===== src/rtl/cnt5_pkg.sv =====
// Shared definitions for the mod-5 counter stage and its monitor.
package cnt5_pkg;

  localparam int unsigned CNT_W = 3;
  localparam logic [CNT_W-1:0] CNT_MAX = 3'd4;

  // Monitor FSM states
  typedef enum logic [1:0] {
    INIT  = 2'd0,
    TRACK = 2'd1,
    FAULT = 2'd2
  } mon_state_e;

endpackage


===== src/rtl/cnt5_next.sv =====
// Next value of a mod-5 up/down counter; shared by the counter stage and the monitor.
module cnt5_next
  import cnt5_pkg::*;
(
  input  logic [CNT_W-1:0] cur,
  input  logic             inc,
  output logic [CNT_W-1:0] nxt
);

  // Up: 4 wraps to 0; down: 0 wraps to 4; otherwise step by one.
  always_comb begin
    nxt = cur;
    if (inc) begin
      nxt = (cur == CNT_MAX) ? '0 : cur + 1'b1;
    end else begin
      nxt = (cur == '0) ? CNT_MAX : cur - 1'b1;
    end
  end

endmodule


===== src/rtl/cnt5_monitor.sv =====
// Watches a mod-5 up/down counter: reports wraps, keeps a saturating signed
// revolution count and latches illegal-step / out-of-range errors.
module cnt5_monitor
  import cnt5_pkg::*;
#(
  parameter int unsigned REV_W = 8
) (
  input  logic                    clk,
  input  logic                    reset_n,
  input  logic [CNT_W-1:0]        cnt,
  input  logic                    inc,
  input  logic                    clr,
  output logic                    wrap_up,
  output logic                    wrap_dn,
  output logic signed [REV_W-1:0] rev,
  output logic                    step_err,
  output logic                    range_err,
  output logic                    fault
);

  localparam logic signed [REV_W-1:0] REV_MAX = {1'b0, {(REV_W-1){1'b1}}};
  localparam logic signed [REV_W-1:0] REV_MIN = {1'b1, {(REV_W-1){1'b0}}};
  localparam logic signed [REV_W-1:0] REV_ONE = {{(REV_W-1){1'b0}}, 1'b1};

  mon_state_e              r_state;
  logic [CNT_W-1:0]        r_prev_cnt;
  logic                    r_prev_inc;
  logic signed [REV_W-1:0] r_rev;
  logic                    r_wrap_up;
  logic                    r_wrap_dn;
  logic                    r_step_err;
  logic                    r_range_err;
  logic                    r_fault;

  logic [CNT_W-1:0]        w_expected;
  logic                    w_range_bad;
  logic                    w_step_bad;
  logic                    w_wrap_up_ev;
  logic                    w_wrap_dn_ev;
  logic signed [REV_W-1:0] w_rev_up;
  logic signed [REV_W-1:0] w_rev_dn;

  cnt5_next u_next (
    .cur (r_prev_cnt),
    .inc (r_prev_inc),
    .nxt (w_expected)
  );

  // Classify the current sample against the previous one and precompute saturated rev.
  always_comb begin
    w_range_bad  = (cnt > CNT_MAX);
    w_step_bad   = (cnt != w_expected);
    w_wrap_up_ev = r_prev_inc && (r_prev_cnt == CNT_MAX) && (cnt == '0);
    w_wrap_dn_ev = !r_prev_inc && (r_prev_cnt == '0) && (cnt == CNT_MAX);
    w_rev_up     = (r_rev == REV_MAX) ? r_rev : r_rev + REV_ONE;
    w_rev_dn     = (r_rev == REV_MIN) ? r_rev : r_rev - REV_ONE;
  end

  // Monitor FSM with registered outputs; clr overrides everything else.
  always_ff @(posedge clk or negedge reset_n) begin
    if (!reset_n) begin
      r_state     <= INIT;
      r_prev_cnt  <= '0;
      r_prev_inc  <= 1'b0;
      r_rev       <= '0;
      r_wrap_up   <= 1'b0;
      r_wrap_dn   <= 1'b0;
      r_step_err  <= 1'b0;
      r_range_err <= 1'b0;
      r_fault     <= 1'b0;
    end else if (clr) begin
      r_state     <= INIT;
      r_prev_cnt  <= '0;
      r_prev_inc  <= 1'b0;
      r_rev       <= '0;
      r_wrap_up   <= 1'b0;
      r_wrap_dn   <= 1'b0;
      r_step_err  <= 1'b0;
      r_range_err <= 1'b0;
      r_fault     <= 1'b0;
    end else begin
      r_prev_cnt <= cnt;
      r_prev_inc <= inc;
      r_wrap_up  <= 1'b0;
      r_wrap_dn  <= 1'b0;
      case (r_state)
        // First sample after reset/clr only seeds the history.
        INIT: begin
          if (w_range_bad) begin
            r_range_err <= 1'b1;
            r_fault     <= 1'b1;
            r_state     <= FAULT;
          end else begin
            r_state <= TRACK;
          end
        end
        TRACK: begin
          // Range error masks a coincident step error.
          if (w_range_bad) begin
            r_range_err <= 1'b1;
            r_fault     <= 1'b1;
            r_state     <= FAULT;
          end else if (w_step_bad) begin
            r_step_err <= 1'b1;
            r_fault    <= 1'b1;
            r_state    <= FAULT;
          end else if (w_wrap_up_ev) begin
            r_wrap_up <= 1'b1;
            r_rev     <= w_rev_up;
          end else if (w_wrap_dn_ev) begin
            r_wrap_dn <= 1'b1;
            r_rev     <= w_rev_dn;
          end
        end
        // Stuck here until clr/reset; rev frozen, no pulses.
        FAULT: begin
          if (w_range_bad) begin
            r_range_err <= 1'b1;
          end
        end
        default: begin
          r_state <= INIT;
        end
      endcase
    end
  end

  assign wrap_up   = r_wrap_up;
  assign wrap_dn   = r_wrap_dn;
  assign rev       = r_rev;
  assign step_err  = r_step_err;
  assign range_err = r_range_err;
  assign fault     = r_fault;

endmodule


===== config.mk =====
export PLATFORM = sky130hd
export DESIGN_NAME = cnt5_monitor
export DESIGN_NICKNAME = d
export VERILOG_FILES = /design/src/rtl/cnt5_pkg.sv /design/src/rtl/cnt5_next.sv /design/src/rtl/cnt5_monitor.sv
export SDC_FILE = /design/constraint.sdc
export NUM_CORES = 1
export LEC_CHECK = 0
export ABC_AREA = 1
export CELL_PAD_IN_SITES_DETAIL_PLACEMENT = 0
export CELL_PAD_IN_SITES_GLOBAL_PLACEMENT = 1
export CORE_UTILIZATION = 30
export CTS_BUF_LIST = sky130_fd_sc_hd__clkbuf_4 sky130_fd_sc_hd__clkbuf_8 sky130_fd_sc_hd__clkbuf_16
export DETAILED_ROUTE_END_ITERATION = 6
export GPL_ROUTABILITY_DRIVEN = 1
export PLACE_DENSITY = 0.6
export SYNTH_ARGS = -nofsm -noshare
export SYNTH_HDL_FRONTEND = slang
export SYNTH_SLANG_ARGS = --single-unit

===== constraint.sdc =====
create_clock -name clk -period 4.1 [get_ports clk]
set_input_delay 0.82 -clock clk [delete_from_list [all_inputs] [get_ports clk]]
set_output_delay 0.82 -clock clk [all_outputs]
set_load 0.05 [all_outputs]

==> summary.txt, run 1 <==
Setup path
  • Cell repeated most along the worst path: sky130_fd_sc_hd__nand2_1
  • Critical Path Sink Type: flop
  • Max FO, Critical Path: 10
  • Critical Path Sink: rev[7]
  • Start of the worst register-to-register path: r_prev_cnt[0]
  • Sort of element at the start of the critical path: input port
  • Arrival @ worst endpoint: 2.88 ns
  • Worst setup path class: input port to flop
  • CP cell instances: clkdlybuf4s50_1 -> inv_1 -> nand2_2 -> inv_1 -> nand2_4 -> ha_1 -> nand2_1 -> o21ai_0 -> nand2_1 -> nand2_1 -> nand2_1 -> nand2_1 -> nor2_1 -> nand2_1 -> nand2_1
  • Worst EP required: 4.25 ns
  • Reg2Reg Setup Slack: 1.55 ns
  • Max incr delay on CP: 0.42 ns
  • Endpoint of the worst register-to-register path: rev[7]
  • Depth of the most critical reg-to-reg path: 15
  • Crit-path slowest cell: sky130_fd_sc_hd__clkdlybuf4s50_1
  • Origin of the worst setup path: cnt[1]

Power
  • Net switching power figure: 0.000315 W
  • Int Pwr: 0.000404 W
  • Leakage power figure: 0.871 nW
  • Logic gate share of total power: 47.5%
  • Worst-case vdd ir drop: 0.000158 V
  • Ratio of total power to cell area: 426 mW/mm2
  • Sequential fraction of design power: 34.1%
  • Clock network fraction of total power: 18.4%
  • Switching part of the total: 43.8%
  • Total design power: 0.000719 W

Clocking
  • Setup bufs post-CTS: 0
  • Worst-Skew Late Latency: 0.25 ns
  • Clock Sink Count: 19
  • Clock tree from TritonCTS: built
  • Clock Pin Slew Worst Setup and Hold Paths: 0.08 ns
  • H-tree level count: 1
  • Hold buffers post-CTS: 0
  • Post-CTS resize count: 0
  • Bufs on Longest Clock Path: 2
  • Number of clock buffers inserted by TritonCTS: 3
  • Root buf cell: sky130_fd_sc_hd__clkbuf_8

Detailed routing
  • Remaining antenna violation count after routing: 0
  • Total Routed Length: 3330 um
  • Number of iterations in the first detailed-routing pass: 4
  • Overall via count from detail_route: 1301
  • WL/cell: 12.4 um
  • Number of DRC markers in iteration 0: 46
  • Remaining DRCs: 0
  • Vias per Instance: 4.84

Placed design
  • Detailed placer's ending HPWL: 2560 um
  • Number of cells after detailed placement: 265
  • Final weighted congestion in routability-driven placement: 0.795
  • Placement Setup Slack: 1.12 ns
  • Port Buf Inserts: 19

Cells and area
  • Area taken by multi-input logic gates: 798 um2
  • Most common cell after layout, fill and taps aside: sky130_fd_sc_hd__nand2_1
  • Number of inserted filler cells in the final layout: 462
  • Finished Layout Cells: 269
  • Sequential standard cell area: 475 um2
  • Post-synthesis to final-layout area growth: 21.6%
  • Most frequent cells in the layout: 60 x sky130_fd_sc_hd__nand2_1, 24 x sky130_fd_sc_hd__inv_1, 19 x sky130_fd_sc_hd__nor2_1, 19 x sky130_fd_sc_hd__dfrtp_1, 19 x sky130_fd_sc_hd__clkdlybuf4s50_1
  • Number of diodes: 0
  • Net total in the final layout: 235
  • Share of final-layout standard cells stronger than drive strength 1: 9.22%

Floorplan
  • Total I/O pin count: 20
  • Full die area: 0.00491 mm2
  • Floorplan die width: 70.0 um
  • FP Rows: 24
  • Starting density of the core: 31.5%
  • Die Ht: 70.0 um
  • Area of the core: 0.00441 mm2

Global routing
  • Initial antenna violation count: 0
  • Pin count of the biggest net entering global routing: 20
  • Wire length of the first global-routing pass: 5800 um
  • Combined global-route utilization of all metal layers: 14.7%
  • Via count of the first global-routing pass: 1292
  • Grt total ovfl: 0

Synthesis
  • Netlist area before placement: 0.00139 mm2
  • Post-synth EDFFs: 0
  • Fraction of synthesis flops using an asynchronous set or reset pin: 100%
  • Number of standard cells after synthesis: 195
  • Post-synthesis register bit count: 19
  • Net Count, Synth: 212
  • Warnings from Yosys: 0
  • Top FF cell, synth: sky130_fd_sc_hd__dfrtp_1
  • Share of synthesized area occupied by flip-flops and latches: 34.2%
  • Syn avg cell area: 7.12 um2
  • Synth unique cells: 26

STA
  • Setup TNS: 0 ns
  • Worst Tran Pin Value: 0.895 ns
  • Remaining max-slew budget at the tightest pin: 40.2%
  • Final worst path period share: 66.4%
  • Endpoints failing hold: 0
  • Final-report setup violation count: 0
  • Achievable clock frequency: 367 MHz
  • Final WS setup: 1.38 ns
  • Final worst clock skew: 0.00251 ns
  • Final critical delay including setup and external delays: 2.72 ns
  • Final slew viol count: 0
  • Setup repair after global routing missed its margin: false

Status
  • Outcome: finished, final reports clean

Flow run
  • Max-cap check violation count: 0

Worst hold path
  • Worst hold-check path type: flop to flop
-- flip-flops by register name, summed over array words and instances (netlist names) --
signal / cells
r_state: 2
wrap_up: 1
fault: 1
step_err: 1
r_prev_cnt: 3
wrap_dn: 1
range_err: 1
rev: 8
r_prev_inc: 1
-- through the flow --
step | hold slack [ns] | utilization, % | cell area (um2)
3_5_place_dp | 0.472 | 37.2 | 1640
4_1_cts | 0.495 | 38.3 | 1690
6_report | 0.490 | 38.3 | 1690
5_1_grt | 0.516 | 38.3 | 1690
3_3_place_gp | 0.464 | 37.2 | 1640
2_1_floorplan | 0.524 | - | 1390
-- per-layer routing --
metal	GRT usage (%)	up-vias	wire length, um
met5	0	-	0
met4	4.89	0	46
met3	2.02	8	82
met2	26.1	25	1660
met1	18.2	596	1550
li1	-	672	-
-- worst min-delay path by stage --
stage,startpoint,endpoint,slack (ns),cells past startpoint
6_report,range_err,range_err,0.49,1
3_5_place_dp,fault,fault,0.47,2
3_3_place_gp,fault,fault,0.46,2
5_1_grt,range_err,range_err,0.52,1
4_1_cts,fault,fault,0.49,2
2_1_floorplan,reset_n,fault,0.52,0
-- layout make-up --
type / count / share of cell area [%]
multi-input combinational: 147 / 47.3
clock buffer: 3 / 2.44
tap: 52 / 3.85
timing repair buffer: 20 / 11.7
clock inverter: 1 / 0.296
inverter: 27 / 6.30
sequential: 19 / 28.1
-- cells in the mapped netlist (3+ instances only) --
library cell | n | area (um2)
sky130_fd_sc_hd__a21oi_1 | 13 | 65.1
sky130_fd_sc_hd__dfrtp_1 | 19 | 475
sky130_fd_sc_hd__ha_1 | 9 | 113
sky130_fd_sc_hd__inv_1 | 24 | 90.1
sky130_fd_sc_hd__nand2_1 | 60 | 225
sky130_fd_sc_hd__nand2_2 | 3 | 18.8
sky130_fd_sc_hd__nand3_1 | 11 | 55.1
sky130_fd_sc_hd__nand4_1 | 7 | 43.8
sky130_fd_sc_hd__nor2_1 | 19 | 71.3
sky130_fd_sc_hd__nor3_1 | 3 | 15.0
sky130_fd_sc_hd__o21ai_0 | 5 | 25.0
-- power groups by stage --
stage / registers (W) / logic (W) / clock network, W
4_1_cts: 0.000246 / 0.000344 / 0.000140
3_3_place_gp: 0.000250 / 0.000342 / 0
6_report: 0.000245 / 0.000342 / 0.000132
5_1_grt: 0.000251 / 0.000381 / 0.000146
2_1_floorplan: 0.000316 / 0.000176 / 0
3_5_place_dp: 0.000250 / 0.000342 / 0
-- logic make-up (layout without fill, tap and decap cells) --
family,Yosys count,count (layout),synth area share [%]
AOI/OAI and AO/OA,26,26,11.6
and+or+nand+nor,110,110,35.7
adders and majority gates,10,10,9.55
xor gates and xnor gates,1,1,0.631
DFF,19,19,34.2
buffers and inverters,29,51,8.29
-- critical path, delay by kind of cell --
family | cells | cell delay, ns
AO/OA/AOI/OAI | 1 | 0.30
AND/OR/NAND/NOR | 10 | 0.75
adder cells (fa/ha/maj) | 1 | 0.37
buffers and inverters | 3 | 0.64
Power figures use the tool's default switching activity.
==> run 2: changes to the inputs <==
Settings changed: PLACE_DENSITY 0.6 to 0.62.
Clock period 4.1 ns to 2.3 ns, I/O delays scaled along.
==> summary.txt, run 2 (synthesis results as in run 1) <==
STA
  • Achievable clock frequency: 460 MHz
  • Remaining max-slew budget at the tightest pin: 66.8%
  • Setup repair after global routing missed its margin: true
  • Final worst clock skew: 0.00461 ns
  • Endpoints failing hold: 0
  • Final worst path period share: 94.4%
  • Setup TNS: 0 ns
  • Final slew viol count: 0
  • Worst Tran Pin Value: 0.497 ns
  • Final critical delay including setup and external delays: 2.17 ns
  • Final-report setup violation count: 0

Placed design
  • Final weighted congestion in routability-driven placement: 0.823
  • Placed cell areas: 0.00178 mm2
  • Port Buf Inserts: 19
  • Detailed placer's ending HPWL: 2710 um
  • Number of cells after detailed placement: 283

Power
  • Ratio of total power to cell area: 735 mW/mm2
  • Sequential fraction of design power: 31.9%
  • Int Pwr: 0.000799 W
  • Logic gate share of total power: 51.2%
  • Leakage power figure: 0.960 nW
  • Switching part of the total: 42.3%
  • Clock network fraction of total power: 16.9%
  • Worst-case vdd ir drop: 0.000278 V
  • Net switching power figure: 0.000587 W

Floorplan
  • Area of the core: 0.00441 mm2
  • Starting density of the core: 31.5%
  • Full die area: 0.00491 mm2
  • Total I/O pin count: 20
  • FP Rows: 24
  • Die Ht: 70.0 um
  • Floorplan die width: 70.0 um

Detailed routing
  • Remaining antenna violation count after routing: 0
  • Remaining DRCs: 0
  • WL/cell: 12.3 um
  • Number of iterations in the first detailed-routing pass: 4
  • Overall via count from detail_route: 1365
  • Total Routed Length: 3550 um
  • Vias per Instance: 4.72
  • Number of DRC markers in iteration 0: 38

Setup path
  • Worst setup path class: input port to flop
  • Critical Path Sink Type: flop
  • Start of the worst register-to-register path: r_prev_cnt[0]
  • Sort of element at the start of the critical path: input port
  • Max FO, Critical Path: 5
  • Depth of the most critical reg-to-reg path: 13
  • Worst EP required: 2.45 ns
  • Reg2Reg Setup Slack: 0.14 ns
  • Arrival @ worst endpoint: 2.32 ns
  • Endpoint of the worst register-to-register path: rev[5]

Cells and area
  • Net total in the final layout: 255
  • Finished Layout Cells: 289
  • Number of inserted filler cells in the final layout: 451
  • Most common cell after layout, fill and taps aside: sky130_fd_sc_hd__nand2_1
  • Post-synthesis to final-layout area growth: 35.7%
  • Final Cell Area: 0.00188 mm2
  • Most frequent cells in the layout: 60 x sky130_fd_sc_hd__nand2_1, 22 x sky130_fd_sc_hd__inv_1, 20 x sky130_fd_sc_hd__buf_4, 19 x sky130_fd_sc_hd__dfrtp_1, 19 x sky130_fd_sc_hd__clkdlybuf4s50_1
  • Finished Core Util: 42.7%
  • Flip-flop count of the largest register after layout: 8
  • Number of diodes: 0
  • Share of final-layout standard cells stronger than drive strength 1: 20.3%

Global routing
  • Met3 track demand over resource: 2.74%
  • Grt total ovfl: 0
  • Via count of the first global-routing pass: 1329
  • Initial antenna violation count: 0
  • Combined global-route utilization of all metal layers: 15.6%
  • Pin count of the biggest net entering global routing: 20
  • Most utilized layer in the global route result: met2
  • Wire length of the first global-routing pass: 6130 um
  • Routing usage on met2: 26.5%
  • Global-route track usage on met1: 20.2%

Clocking
  • Root buf cell: sky130_fd_sc_hd__clkbuf_8
  • Clock Pin Slew Worst Setup and Hold Paths: 0.07 ns
  • Hold buffers post-CTS: 0
  • Bufs on Longest Clock Path: 2
  • Number of clock buffers inserted by TritonCTS: 3
  • Worst-Skew Late Latency: 0.25 ns
  • Clock Sink Count: 19
  • H-tree level count: 1
  • Clock tree from TritonCTS: built

Worst hold path
  • Hold Crit Depth: 2
  • Worst hold-check path type: flop to flop
  • Hold Path End: fault
  • Min-delay src: fault

Status
  • Outcome: finished, final reports clean

Flow run
  • Max-cap check violation count: 0
## run 2: through the flow
| step | hold WS (ns) | power [W] | worst slack, ns |
|---|---|---|---|
| floorplan | 0.164 | 0.000876 | 0.117 |
| global route | 0.535 | 0.00149 | -0.00884 |
| detailed placement | 0.474 | 0.00112 | -0.221 |
| CTS | 0.494 | 0.00137 | 0.0373 |
| finish | 0.493 | 0.00139 | 0.128 |
| global placement | 0.461 | 0.00112 | -0.216 |
## run 2: worst max path at each step
stage / to / depth (start not counted) / slack [ns] / start
after floorplan: rev[7] / 15 / 0.12 / r_prev_cnt[0]
after global placement: rev[5] / 13 / -0.22 / cnt[1]
after detailed placement: rev[5] / 13 / -0.22 / cnt[0]
after CTS: rev[5] / 13 / 0.04 / r_prev_cnt[0]
after global routing: rev[6] / 14 / -0.009 / cnt[1]
final: rev[6] / 14 / 0.13 / cnt[0]
## run 2: cell type report
| cell class | count | area, um2 | share of cell area, % |
|---|---|---|---|
| Clock inverter | 1 | 5.00 | 0.266 |
| Clock buffer | 3 | 41.3 | 2.19 |
| Tap cell | 52 | 65.1 | 3.45 |
| Sequential cell | 19 | 475 | 25.2 |
| Timing Repair Buffer | 39 | 340 | 18.1 |
| Inverter | 27 | 106 | 5.64 |
| Multi-Input combinational cell | 148 | 851 | 45.2 |
## run 2: worst max-delay path, cell delays in order
cell,delay [ns]
sky130_fd_sc_hd__clkdlybuf4s50_1,0.48
sky130_fd_sc_hd__inv_1,0.07
sky130_fd_sc_hd__nand2_2,0.07
sky130_fd_sc_hd__inv_2,0.06
sky130_fd_sc_hd__nand2_2,0.15
sky130_fd_sc_hd__inv_6,0.04
sky130_fd_sc_hd__fa_1,0.40
sky130_fd_sc_hd__buf_4,0.16
sky130_fd_sc_hd__inv_1,0.04
sky130_fd_sc_hd__nand2_1,0.07
sky130_fd_sc_hd__nand3_1,0.09
sky130_fd_sc_hd__a21oi_1,0.06
sky130_fd_sc_hd__nand3_1,0.10
sky130_fd_sc_hd__nand2_1,0.05
## run 2: metal layers
| metal | wire length [um] | part of all wire, % |
|---|---|---|
| met4 | 28 | 0.79 |
| met5 | 0 | 0 |
| met1 | 1690 | 48 |
| met3 | 81 | 2.3 |
| met2 | 1750 | 49 |
## run 2: power by group through the flow
stage / Combinational, W / Clock, W / Sequential [W]
global placement: 0.000680 / 0 / 0.000442
global route: 0.000785 / 0.000258 / 0.000450
CTS: 0.000683 / 0.000247 / 0.000437
floorplan: 0.000314 / 0 / 0.000563
finish: 0.000710 / 0.000233 / 0.000442
detailed placement: 0.000678 / 0 / 0.000443
## run 2: timing repair
action	in CTS	in global routing
buffers inserted	0	1
resized for setup	0	10
setup endpoints to repair	0	5
==> run 3: changes to the inputs <==
Settings changed: RECOVER_POWER set to 50.
==> summary.txt, run 3 (synthesis results as in run 1) <==
Floorplan
  • Starting density of the core: 31.5%
  • Total I/O pin count: 20
  • Area of the core: 0.00441 mm2
  • Full die area: 0.00491 mm2
  • Floorplan die width: 70.0 um
  • Die Ht: 70.0 um
  • FP Rows: 24

Global routing
  • Combined global-route utilization of all metal layers: 15.6%
  • Wire length of the first global-routing pass: 6130 um
  • Initial antenna violation count: 0
  • Grt total ovfl: 0
  • Pin count of the biggest net entering global routing: 20
  • Via count of the first global-routing pass: 1329

Clocking
  • Clock tree from TritonCTS: built
  • H-tree level count: 1
  • Root buf cell: sky130_fd_sc_hd__clkbuf_8
  • Number of clock buffers inserted by TritonCTS: 3
  • Clock Sink Count: 19
  • Worst-Skew Late Latency: 0.25 ns
  • Bufs on Longest Clock Path: 2
  • Hold buffers post-CTS: 0
  • Clock Pin Slew Worst Setup and Hold Paths: 0.07 ns

Placed design
  • Final weighted congestion in routability-driven placement: 0.823
  • Detailed placer's ending HPWL: 2710 um
  • Placement Setup Slack: -0.221 ns
  • Port Buf Inserts: 19

Worst hold path
  • Worst hold-check path type: flop to flop

Detailed routing
  • Met1 routed wirelength after detailed routing: 1690 um
  • Number of DRC markers in iteration 0: 38
  • Total Routed Length: 3550 um
  • Remaining antenna violation count after routing: 0
  • Remaining DRCs: 0
  • WL/cell: 12.3 um
  • Amount of wire on met2 after detailed routing: 1750 um
  • WL met3: 80 um
  • Vias per Instance: 4.72
  • Top Metal Used: met4
  • Overall via count from detail_route: 1365
  • Number of iterations in the first detailed-routing pass: 4

Flow run
  • Max-cap check violation count: 0

Cells and area
  • Net total in the final layout: 255
  • Most common cell after layout, fill and taps aside: sky130_fd_sc_hd__nand2_1
  • Most frequent cells in the layout: 60 x sky130_fd_sc_hd__nand2_1, 22 x sky130_fd_sc_hd__inv_1, 19 x sky130_fd_sc_hd__dfrtp_1, 19 x sky130_fd_sc_hd__buf_4
  • Number of inserted filler cells in the final layout: 450
  • Finished Core Util: 42.6%
  • Post-synthesis to final-layout area growth: 35.4%
  • Number of diodes: 0
  • Flip-flop count of the largest register after layout: 8
  • Share of final-layout standard cells stronger than drive strength 1: 19.8%

Setup path
  • Sort of element at the start of the critical path: input port
  • Critical Path Sink Type: flop
  • CP cell instances: clkdlybuf4s50_1 -> inv_1 -> nand2_2 -> inv_2 -> nand2_2 -> inv_6 -> fa_1 -> buf_4 -> inv_1 -> nand2_1 -> nand3_1 -> a21oi_1 -> nand3_1 -> nand2_1
  • Top delay family on crit path: buffers and inverters
  • Arrival @ worst endpoint: 2.32 ns
  • Crit-path slowest cell: sky130_fd_sc_hd__clkdlybuf4s50_1
  • Worst EP required: 2.45 ns
  • Reg2Reg Setup Slack: 0.14 ns
  • Worst setup path class: input port to flop
  • Max incr delay on CP: 0.48 ns
  • Combined buffer and inverter count along the critical path: 6
  • Max FO, Critical Path: 5

Status
  • Outcome: finished, final reports clean

STA
  • Final-report setup violation count: 0
  • Achievable clock frequency: 460 MHz
  • Remaining max-slew budget at the tightest pin: 26.2%
  • Setup repair after global routing missed its margin: true
  • Final WS setup: 0.128 ns
  • Final slew viol count: 0
  • Final worst path period share: 94.4%
  • Final worst clock skew: 0.00461 ns
  • Final-layout worst hold slack: 0.493 ns
  • Worst Tran Pin Value: 1.11 ns
  • Endpoints failing hold: 0
  • Final critical delay including setup and external delays: 2.17 ns

Power
  • Worst-case vdd ir drop: 0.000278 V
  • Leakage power figure: 0.957 nW
  • Ratio of total power to cell area: 736 mW/mm2
  • Total design power: 0.00138 W
==> run 3: changes by cell type in the layout (fill, tap and decap cells not counted), sizes merged <==
cell           change
buf                -1
clkbuf             +1
clkdlybuf4s50      -1
dlygate4sd3        +1
==> run 3: final cells by class <==
class                   count  area, um2  area share (%)
clock buffers               3       41.3            2.20
clock inverters             1       5.00           0.266
flip-flops and latches     19        475            25.3
well taps                  52       65.1            3.46
multi-input cells         148        851            45.2
repair buffers             39        337            17.9
inverters                  27        106            5.66
==> run 3: final timing paths <==
path                          startpoint            end  depth (start not counted)
setup / recovery                  cnt[0]         rev[6]                         14
hold / removal                     fault          fault                          2
setup reg to reg           r_prev_cnt[0]         rev[5]                         13
hold reg to reg                    fault          fault                          2
max in group asynchronous        reset_n  r_prev_cnt[2]                          2
min in group asynchronous        reset_n       step_err                          2
==> run 3: what timing repair did <==
action	4_1_cts	5_1_grt
buffers inserted	0	1
resized for setup	0	10
setup endpoints to repair	0	5
==> run 3: through the flow <==
stage               TNS [ns]  instances  area [um2]
global placement      -0.761        283        1780
global route         -0.0166        289        1880
floorplan                  0        195        1390
finish                     0        289        1880
CTS                        0        287        1820
detailed placement    -0.971        283        1780
==> run 3: per-layer routing <==
| metal | GRT usage (%) | vias up |
|---|---|---|
| met3 | 2.74 | 4 |
| met5 | 0 | - |
| li1 | - | 711 |
| met1 | 20.2 | 629 |
| met4 | 4.89 | 0 |
| met2 | 26.5 | 21 |
==> run 3: report_power, final <==
part           switching [W]  internal, W
registers          0.0000623     0.000380
clock network       0.000113     0.000120
logic               0.000411     0.000297
total               0.000586     0.000798
==> run 3: worst register-to-register path, delay by kind of cell (launching register included) <==
| family | cells | cell delay, ns |
|---|---|---|
| and+or+nand+nor | 10 | 1.17 |
| adders and majority gates | 2 | 0.49 |
| DFF | 1 | 0.39 |
| buffers and inverters | 1 | 0.07 |
